`config.mk`:
```
export PLATFORM = sky130hd
export DESIGN_NAME = ps2_mouse_ctrl_funcmod
export DESIGN_NICKNAME = d
export VERILOG_FILES = /design/src/rtl/ps2_mouse_ctrl_funcmod.sv
export SDC_FILE = /design/constraint.sdc
export NUM_CORES = 1
export LEC_CHECK = 0
export CAP_MARGIN = 10
export CORE_MARGIN = 5
export CORE_UTILIZATION = 40
export DETAILED_ROUTE_END_ITERATION = 8
export GPL_TIMING_DRIVEN = 0
export SYNTH_ARGS = -nofsm -noshare
export SYNTH_HDL_FRONTEND = slang
export SYNTH_SLANG_ARGS = --single-unit
```
`constraint.sdc`:
```
create_clock -name CLOCK -period 6.1 [get_ports CLOCK]
set_input_delay 1.22 -clock CLOCK [delete_from_list [all_inputs] [get_ports CLOCK]]
set_output_delay 1.22 -clock CLOCK [all_outputs]
set_load 0.01 [all_outputs]
```
`src/rtl/ps2_mouse_ctrl_funcmod.sv`:
```
// ----------------------------------------------------------------------------
// ps2_mouse_ctrl_funcmod
//
// PS/2 mouse initialisation sequencer. It runs the IntelliMouse command script
// (FF, F3 C8, F3 64, F3 50, F2, F4) through the byte-level PS/2 write function
// and checks every device response that arrives through the read function.
// Each command is acknowledged with FA. The reset command (FF) is then
// followed by the BAT result AA and a device ID byte. The ID command (F2) is
// followed by the ID byte, which is captured.
//
// A resend request (FE), an unexpected byte or a timeout retries the current
// command. The same retry counter covers all three causes. When the counter is
// exhausted the script aborts into FAIL.
//
// Ports
//   CLOCK    in   system clock (50 MHz nominal)
//   RESET    in   asynchronous, active-low reset
//   START    in   one-cycle pulse; honoured only in IDLE, DONE or FAIL
//   WrEn     out  write request level, held until WrDone
//   WrData   out  command byte, stable while WrEn=1
//   WrDone   in   one-cycle pulse, write function finished the byte
//   RdDone   in   one-cycle pulse, read function received a byte
//   RdData   in   received byte, valid with RdDone
//   EnSig    out  streaming enabled (script completed)
//   MouseID  out  ID byte from the F2 response
//   IsWheel  out  MouseID == 8'h03
//   Busy     out  script in progress
//   Error    out  script aborted
//
// All outputs are registered. They are computed from the next state, so
// WrEn rises in the same cycle the state register enters SEND.
// ----------------------------------------------------------------------------
module ps2_mouse_ctrl_funcmod #(
    parameter logic [19:0] T_ACK     = 20'd1_000_000,
    parameter logic [24:0] T_BAT     = 25'd25_000_000,
    parameter logic [1:0]  MAX_RETRY = 2'd3
) (
    input  logic       CLOCK,
    input  logic       RESET,
    input  logic       START,
    output logic       WrEn,
    output logic [7:0] WrData,
    input  logic       WrDone,
    input  logic       RdDone,
    input  logic [7:0] RdData,
    output logic       EnSig,
    output logic [7:0] MouseID,
    output logic       IsWheel,
    output logic       Busy,
    output logic       Error
);

    typedef enum logic [3:0] {
        ST_IDLE       = 4'd0,
        ST_SEND       = 4'd1,
        ST_WAIT_ACK   = 4'd2,
        ST_WAIT_BAT   = 4'd3,
        ST_WAIT_BATID = 4'd4,
        ST_WAIT_ID    = 4'd5,
        ST_NEXT       = 4'd6,
        ST_DONE       = 4'd7,
        ST_FAIL       = 4'd8
    } state_t;

    localparam logic [3:0]  STEP_RESET = 4'd0;   // FF: expects FA, AA, id
    localparam logic [3:0]  STEP_GETID = 4'd7;   // F2: expects FA, id
    localparam logic [3:0]  STEP_LAST  = 4'd8;   // F4: enable streaming

    localparam logic [7:0]  RSP_ACK    = 8'hFA;
    localparam logic [7:0]  RSP_BAT_OK = 8'hAA;
    localparam logic [7:0]  ID_WHEEL   = 8'h03;

    // The timer counts from 0 on the first waiting cycle, so it hits LIMIT on
    // the T-th cycle spent waiting.
    localparam logic [24:0] ACK_LIMIT  = {5'd0, T_ACK} - 25'd1;
    localparam logic [24:0] BAT_LIMIT  = T_BAT - 25'd1;

    // Command script ROM.
    function automatic logic [7:0] script_byte(input logic [3:0] idx);
        logic [7:0] b;
        case (idx)
            4'd0:    b = 8'hFF;   // reset
            4'd1:    b = 8'hF3;   // set sample rate
            4'd2:    b = 8'hC8;   //   200
            4'd3:    b = 8'hF3;
            4'd4:    b = 8'h64;   //   100
            4'd5:    b = 8'hF3;
            4'd6:    b = 8'h50;   //   80  (IntelliMouse magic knock)
            4'd7:    b = 8'hF2;   // get device ID
            4'd8:    b = 8'hF4;   // enable data reporting
            default: b = 8'h00;
        endcase
        return b;
    endfunction

    // True for the states in which the response timer runs.
    function automatic logic is_wait(input state_t s);
        logic w;
        case (s)
            ST_WAIT_ACK, ST_WAIT_BAT, ST_WAIT_BATID, ST_WAIT_ID: w = 1'b1;
            default:                                             w = 1'b0;
        endcase
        return w;
    endfunction

    state_t      state_r, state_s;
    logic [3:0]  step_r, step_s;
    logic [1:0]  retry_r, retry_s;
    logic [24:0] timer_r, timer_s;
    logic [7:0]  mouseid_r, mouseid_s;
    logic        iswheel_r, iswheel_s;
    logic        wren_r, wren_s;
    logic [7:0]  wrdata_r, wrdata_s;
    logic        ensig_r, ensig_s;
    logic        busy_r, busy_s;
    logic        error_r, error_s;

    logic        retry_req_s;
    logic        ack_timeout_s;
    logic        bat_timeout_s;

    assign ack_timeout_s = (timer_r == ACK_LIMIT);
    assign bat_timeout_s = (timer_r == BAT_LIMIT);

    // State register and all registered outputs.
    always_ff @(posedge CLOCK or negedge RESET) begin
        if (!RESET) begin
            state_r   <= ST_IDLE;
            step_r    <= 4'd0;
            retry_r   <= 2'd0;
            timer_r   <= 25'd0;
            mouseid_r <= 8'h00;
            iswheel_r <= 1'b0;
            wren_r    <= 1'b0;
            wrdata_r  <= 8'h00;
            ensig_r   <= 1'b0;
            busy_r    <= 1'b0;
            error_r   <= 1'b0;
        end else begin
            state_r   <= state_s;
            step_r    <= step_s;
            retry_r   <= retry_s;
            timer_r   <= timer_s;
            mouseid_r <= mouseid_s;
            iswheel_r <= iswheel_s;
            wren_r    <= wren_s;
            wrdata_r  <= wrdata_s;
            ensig_r   <= ensig_s;
            busy_r    <= busy_s;
            error_r   <= error_s;
        end
    end

    // Next-state logic: script sequencing, response checking, retry handling.
    always_comb begin
        state_s     = state_r;
        step_s      = step_r;
        retry_s     = retry_r;
        mouseid_s   = mouseid_r;
        iswheel_s   = iswheel_r;
        retry_req_s = 1'b0;

        case (state_r)
            ST_IDLE, ST_DONE, ST_FAIL: begin
                if (START) begin
                    state_s = ST_SEND;
                    step_s  = 4'd0;
                    retry_s = 2'd0;
                end else begin
                    state_s = state_r;
                end
            end

            // Bytes arriving while the write is still in flight are ignored.
            ST_SEND: begin
                if (WrDone) begin
                    state_s = ST_WAIT_ACK;
                end else begin
                    state_s = ST_SEND;
                end
            end

            // A byte in the timeout cycle is taken; the timeout loses.
            ST_WAIT_ACK: begin
                if (RdDone) begin
                    if (RdData == RSP_ACK) begin
                        if (step_r == STEP_RESET) begin
                            state_s = ST_WAIT_BAT;
                        end else if (step_r == STEP_GETID) begin
                            state_s = ST_WAIT_ID;
                        end else begin
                            state_s = ST_NEXT;
                        end
                    end else begin
                        // FE (resend) and any other byte share the counter.
                        retry_req_s = 1'b1;
                    end
                end else if (ack_timeout_s) begin
                    retry_req_s = 1'b1;
                end else begin
                    state_s = ST_WAIT_ACK;
                end
            end

            // Self-test result; FC (or anything but AA) means BAT failed.
            ST_WAIT_BAT: begin
                if (RdDone) begin
                    if (RdData == RSP_BAT_OK) begin
                        state_s = ST_WAIT_BATID;
                    end else begin
                        retry_req_s = 1'b1;
                    end
                end else if (bat_timeout_s) begin
                    retry_req_s = 1'b1;
                end else begin
                    state_s = ST_WAIT_BAT;
                end
            end

            // The ID byte sent after BAT is not needed; F2 reads it properly.
            ST_WAIT_BATID: begin
                if (RdDone) begin
                    state_s = ST_NEXT;
                end else if (ack_timeout_s) begin
                    retry_req_s = 1'b1;
                end else begin
                    state_s = ST_WAIT_BATID;
                end
            end

            ST_WAIT_ID: begin
                if (RdDone) begin
                    mouseid_s = RdData;
                    iswheel_s = (RdData == ID_WHEEL);
                    state_s   = ST_NEXT;
                end else if (ack_timeout_s) begin
                    retry_req_s = 1'b1;
                end else begin
                    state_s = ST_WAIT_ID;
                end
            end

            ST_NEXT: begin
                retry_s = 2'd0;
                if (step_r == STEP_LAST) begin
                    state_s = ST_DONE;
                end else begin
                    step_s  = step_r + 4'd1;
                    state_s = ST_SEND;
                end
            end

            default: begin
                state_s = ST_IDLE;
            end
        endcase

        // Resend the same step, or give up once the budget is spent.
        if (retry_req_s) begin
            if (retry_r == MAX_RETRY) begin
                state_s = ST_FAIL;
            end else begin
                retry_s = retry_r + 2'd1;
                state_s = ST_SEND;
            end
        end else begin
            retry_s = retry_s;
        end
    end

    // Response timer: cleared whenever a wait state is entered or left.
    always_comb begin
        timer_s = 25'd0;
        if (is_wait(state_r) && (state_s == state_r)) begin
            timer_s = timer_r + 25'd1;
        end else begin
            timer_s = 25'd0;
        end
    end

    // Output decode from the next state, so outputs line up with the state.
    always_comb begin
        wren_s   = (state_s == ST_SEND);
        wrdata_s = 8'h00;
        if (wren_s) begin
            wrdata_s = script_byte(step_s);
        end else begin
            wrdata_s = 8'h00;
        end
        ensig_s = (state_s == ST_DONE);
        error_s = (state_s == ST_FAIL);
        case (state_s)
            ST_IDLE, ST_DONE, ST_FAIL: busy_s = 1'b0;
            default:                   busy_s = 1'b1;
        endcase
    end

    assign WrEn    = wren_r;
    assign WrData  = wrdata_r;
    assign EnSig   = ensig_r;
    assign MouseID = mouseid_r;
    assign IsWheel = iswheel_r;
    assign Busy    = busy_r;
    assign Error   = error_r;

endmodule

```
==> flow_summary_export.csv <==
group,metric,value,unit
routing,met1_length,2890,microns
synthesis,syn_avg_cell_area,9.90,sq um
synthesis,ys_ff_latch,56,
sta,layout_min_cycle_time,3.41,ns
setup_path,critPathMaxStageDelay,0.56,ns
routing,firstDrtPassIters,5,
finish,fill_cells,706,
finish,layout.nets,357,
cts,cts-root-buf,"clkbuf_8",
global_routing,grt_max_degree,30,
setup_path,critPathLaunchType,"primary input",
routing,wl_met3,246,microns
global_routing,grt-ovfl-total,0,
synthesis,synth-edff-count,0,
floorplan,start_util,41.1,%
setup_path,crit_type,"in2reg",
routing,wire_per_inst,14.0,microns
synthesis,ys_warn_count,0,
synthesis,ys.flop_type,"dfrtp_1",
pwr,p_leak,1.49,nW
cts,cts_made_buffers,5,
run,cap_viol_max_count,0,
global_routing,grt_pass1_vias,2213,
setup_path,crit_buf_inv,2,
floorplan,pin_count,34,
global_routing,grtUsageTotal,14.7,%
sta,timing.fmax,0.293,GHz
finish,fin_util,49.1,%
cts,htree_levels,2,
routing,vias_per_cell,5.20,
floorplan,die_w,96.0,microns
sta,worstMarginPinSlew,1.04,ns
cts,cts_resized,0,
pwr,ir_drop,0.108,mV
global_routing,antenna_found_initial,0,
setup_path,worstPathCellList,"clkdlybuf4s50_1 -> nor4b_2 -> a31oi_1 -> a31o_2 -> o31ai_2 -> o41a_1 -> buf_6 -> a221oi_1",
synthesis,syn-instance-count,299,
floorplan,row_count,31,
synthesis,yosysSeqAreaShare,47.3,%
sta,setup_violations,0,
floorplan,core,7210,sq um
synthesis,async_flop_share,100,%
synthesis,syn-num-nets,316,
setup_path,critPathTopFamily,"compound AO/OA/AOI/OAI gates",
setup_path,cp_max_fo,9,
setup_path,cp.required,6.24,ns
cts,clock_sinks,56,
setup_path,crit_path_top_delay_cell,"nor4b_2",
cts,cts_tree,"built",
sta,drv_slew,0,
sta,relSlewSlack,29.9,%
sta,hold_viol,0,
pwr,powerDensity,308,nW/um^2
cts,clk_pin_slew,0.10,ns
cts,clk_path_buf_depth,2,
place,pre_cts_slack,2.33,ns
cts,clock_latency,0.31,ns
sta,finClkSkew,0.0136,ns
routing,drtIter0Drc,93,
setup_path,setup.worst_path.end_class,"flop",
finish,syn_to_final_growth,19.6,%
setup_path,critPathArrivalTime,3.56,ns
sta,fin_crit_sh,55.9,%
cts,post_cts_buffers,0,
global_routing,grt_pass1_wl,10800,microns
synthesis,ys_types,54,
routing,postRouteAntennaNets,0,
cts,holdBufCountCts,0,
finish,num_antenna_cells,0,
sta,tns,0,ns
routing,highest_layer,"met4",
min_path,hp-class,"reg2reg",
sta,rsz0062_at_grt,"false",
sta,finalWorstSetupSlack,2.69,ns
place,dp_hpwl,4670,microns
status,status,"completed",
floorplan,dieArea,9220,sq um
finish,drive_gt1_share,9.09,%
floorplan,die_h,96.0,microns
routing,drc,0,
routing,vias,2286,
place,io_buffer_count,33,
routing,drt-total-wl,6160,microns
routing,met2_length,2990,microns
place,gp_congestion,0.859,
synthesis,syn_area,2960,sq um
[synth_stat cells (all sizes together), types with 6 or more instances]
cell type | count | share of area (%)
xnor2 | 7 | 2.1
a21oi | 6 | 1.0
nor3 | 7 | 1.2
nor4 | 8 | 1.7
o31ai | 6 | 1.7
nand3 | 11 | 1.9
nand2 | 20 | 2.5
and3 | 7 | 1.5
mux2 | 8 | 3.0
xor2 | 14 | 4.1
inv | 15 | 1.9
o21ai | 9 | 1.5
dfrtp | 56 | 47
nor2 | 37 | 4.7
[state kept, by name, summed over array words and instances, names as in the netlist, 2 cells and up]
| register | flops |
|---|---|
| WrData | 8 |
| MouseID | 8 |
| timer_r | 25 |
| step_r | 4 |
| state_r | 4 |
| retry_r | 2 |
[power breakdown]
part           switching, W  total [W]  internal, W  leakage (nW)
clock              0.000122   0.000243     0.000122        0.0541
sequential        0.0000309   0.000458     0.000427         0.750
combinational      0.000207   0.000389     0.000182         0.682
[per-layer routing]
metal,track usage (%),vias to the layer above
li1,-,1153
met3,2.74,2
met2,24.3,38
met1,19.9,1093
met5,0,-
met4,3.55,0
[worst reg2reg max path: cells and delay by family, from the launching register on]
kind | cells | cell delay, ns
buffers and inverters | 1 | 0.40
and+or+nand+nor | 4 | 0.97
DFF | 1 | 0.45
AOI/OAI and AO/OA | 1 | 0.42
[per-stage QoR]
| step | cells | total power [W] | hold WS [ns] | area [sq um] |
|---|---|---|---|---|
| after global routing | 440 | 0.00116 | 0.534 | 3540 |
| after floorplan | 299 | 0.000712 | 0.452 | 2960 |
| final | 440 | 0.00109 | 0.494 | 3540 |
| after CTS | 440 | 0.00110 | 0.496 | 3540 |
| after detailed placement | 432 | 0.000854 | 0.481 | 3430 |
| after global placement | 431 | 0.000853 | 0.473 | 3420 |
[cell families (layout without fill, tap and decap cells)]
group / count (synthesis) / in the layout / share of synthesized area, %
adder cells (fa/ha/maj): 5 / 5 / 2.03
flip-flops: 56 / 56 / 47.3
AND/OR/NAND/NOR: 134 / 134 / 25.1
XOR/XNOR: 21 / 21 / 6.21
buffers and inverters: 25 / 67 / 3.59
AO/OA/AOI/OAI: 46 / 46 / 11.3
multiplexers: 12 / 12 / 4.39
[cell usage in the layout (no fill, tap or decap), types with 3 or more instances in the layout]
cell,count
o31ai_1,5
xnor2_1,7
mux2i_1,4
ha_1,4
xor2_1,14
nand4bb_1,4
a211oi_1,3
and2_1,3
nand2b_1,5
clkbuf_1,5
dfrtp_1,56
a221oi_1,4
nand4_1,5
and3_1,7
clkdlybuf4s50_1,32
or2_2,3
a21oi_1,6
mux2_2,8
nand2_1,20
nand3_1,11
clkbuf_8,5
nor3b_1,4
inv_1,14
or3_1,4
nor4_1,8
buf_2,5
a21o_1,4
nor3_1,7
nor2_1,37
o21ai_0,6
o21ai_1,3
[area by class of cell]
| cell class | count | area, sq um | share of cell area [%] |
|---|---|---|---|
| clock buffer | 5 | 68.8 | 1.94 |
| tap | 99 | 124 | 3.50 |
| buffer | 10 | 50.0 | 1.41 |
| multi-input combinational | 218 | 1450 | 41.0 |
| sequential | 56 | 1400 | 39.6 |
| inverter | 15 | 56.3 | 1.59 |
| timing repair buffer | 34 | 345 | 9.75 |
| clock inverter | 3 | 42.5 | 1.20 |
[path summary, 6_finish.rpt]
path	startpoint	endpoint	slack, ns	cells past startpoint
max in group asynchronous	RESET	timer_r[4]	4.60	2
max reg2reg	timer_r[6]	timer_r[20]	3.73	6
min	retry_r[0]	retry_r[0]	0.49	1
min in group asynchronous	RESET	MouseID[1]	0.92	1
max	RdData[2]	WrData[5]	2.69	8
min reg2reg	retry_r[0]	retry_r[0]	0.49	1
Power figures use the tool's default switching activity.
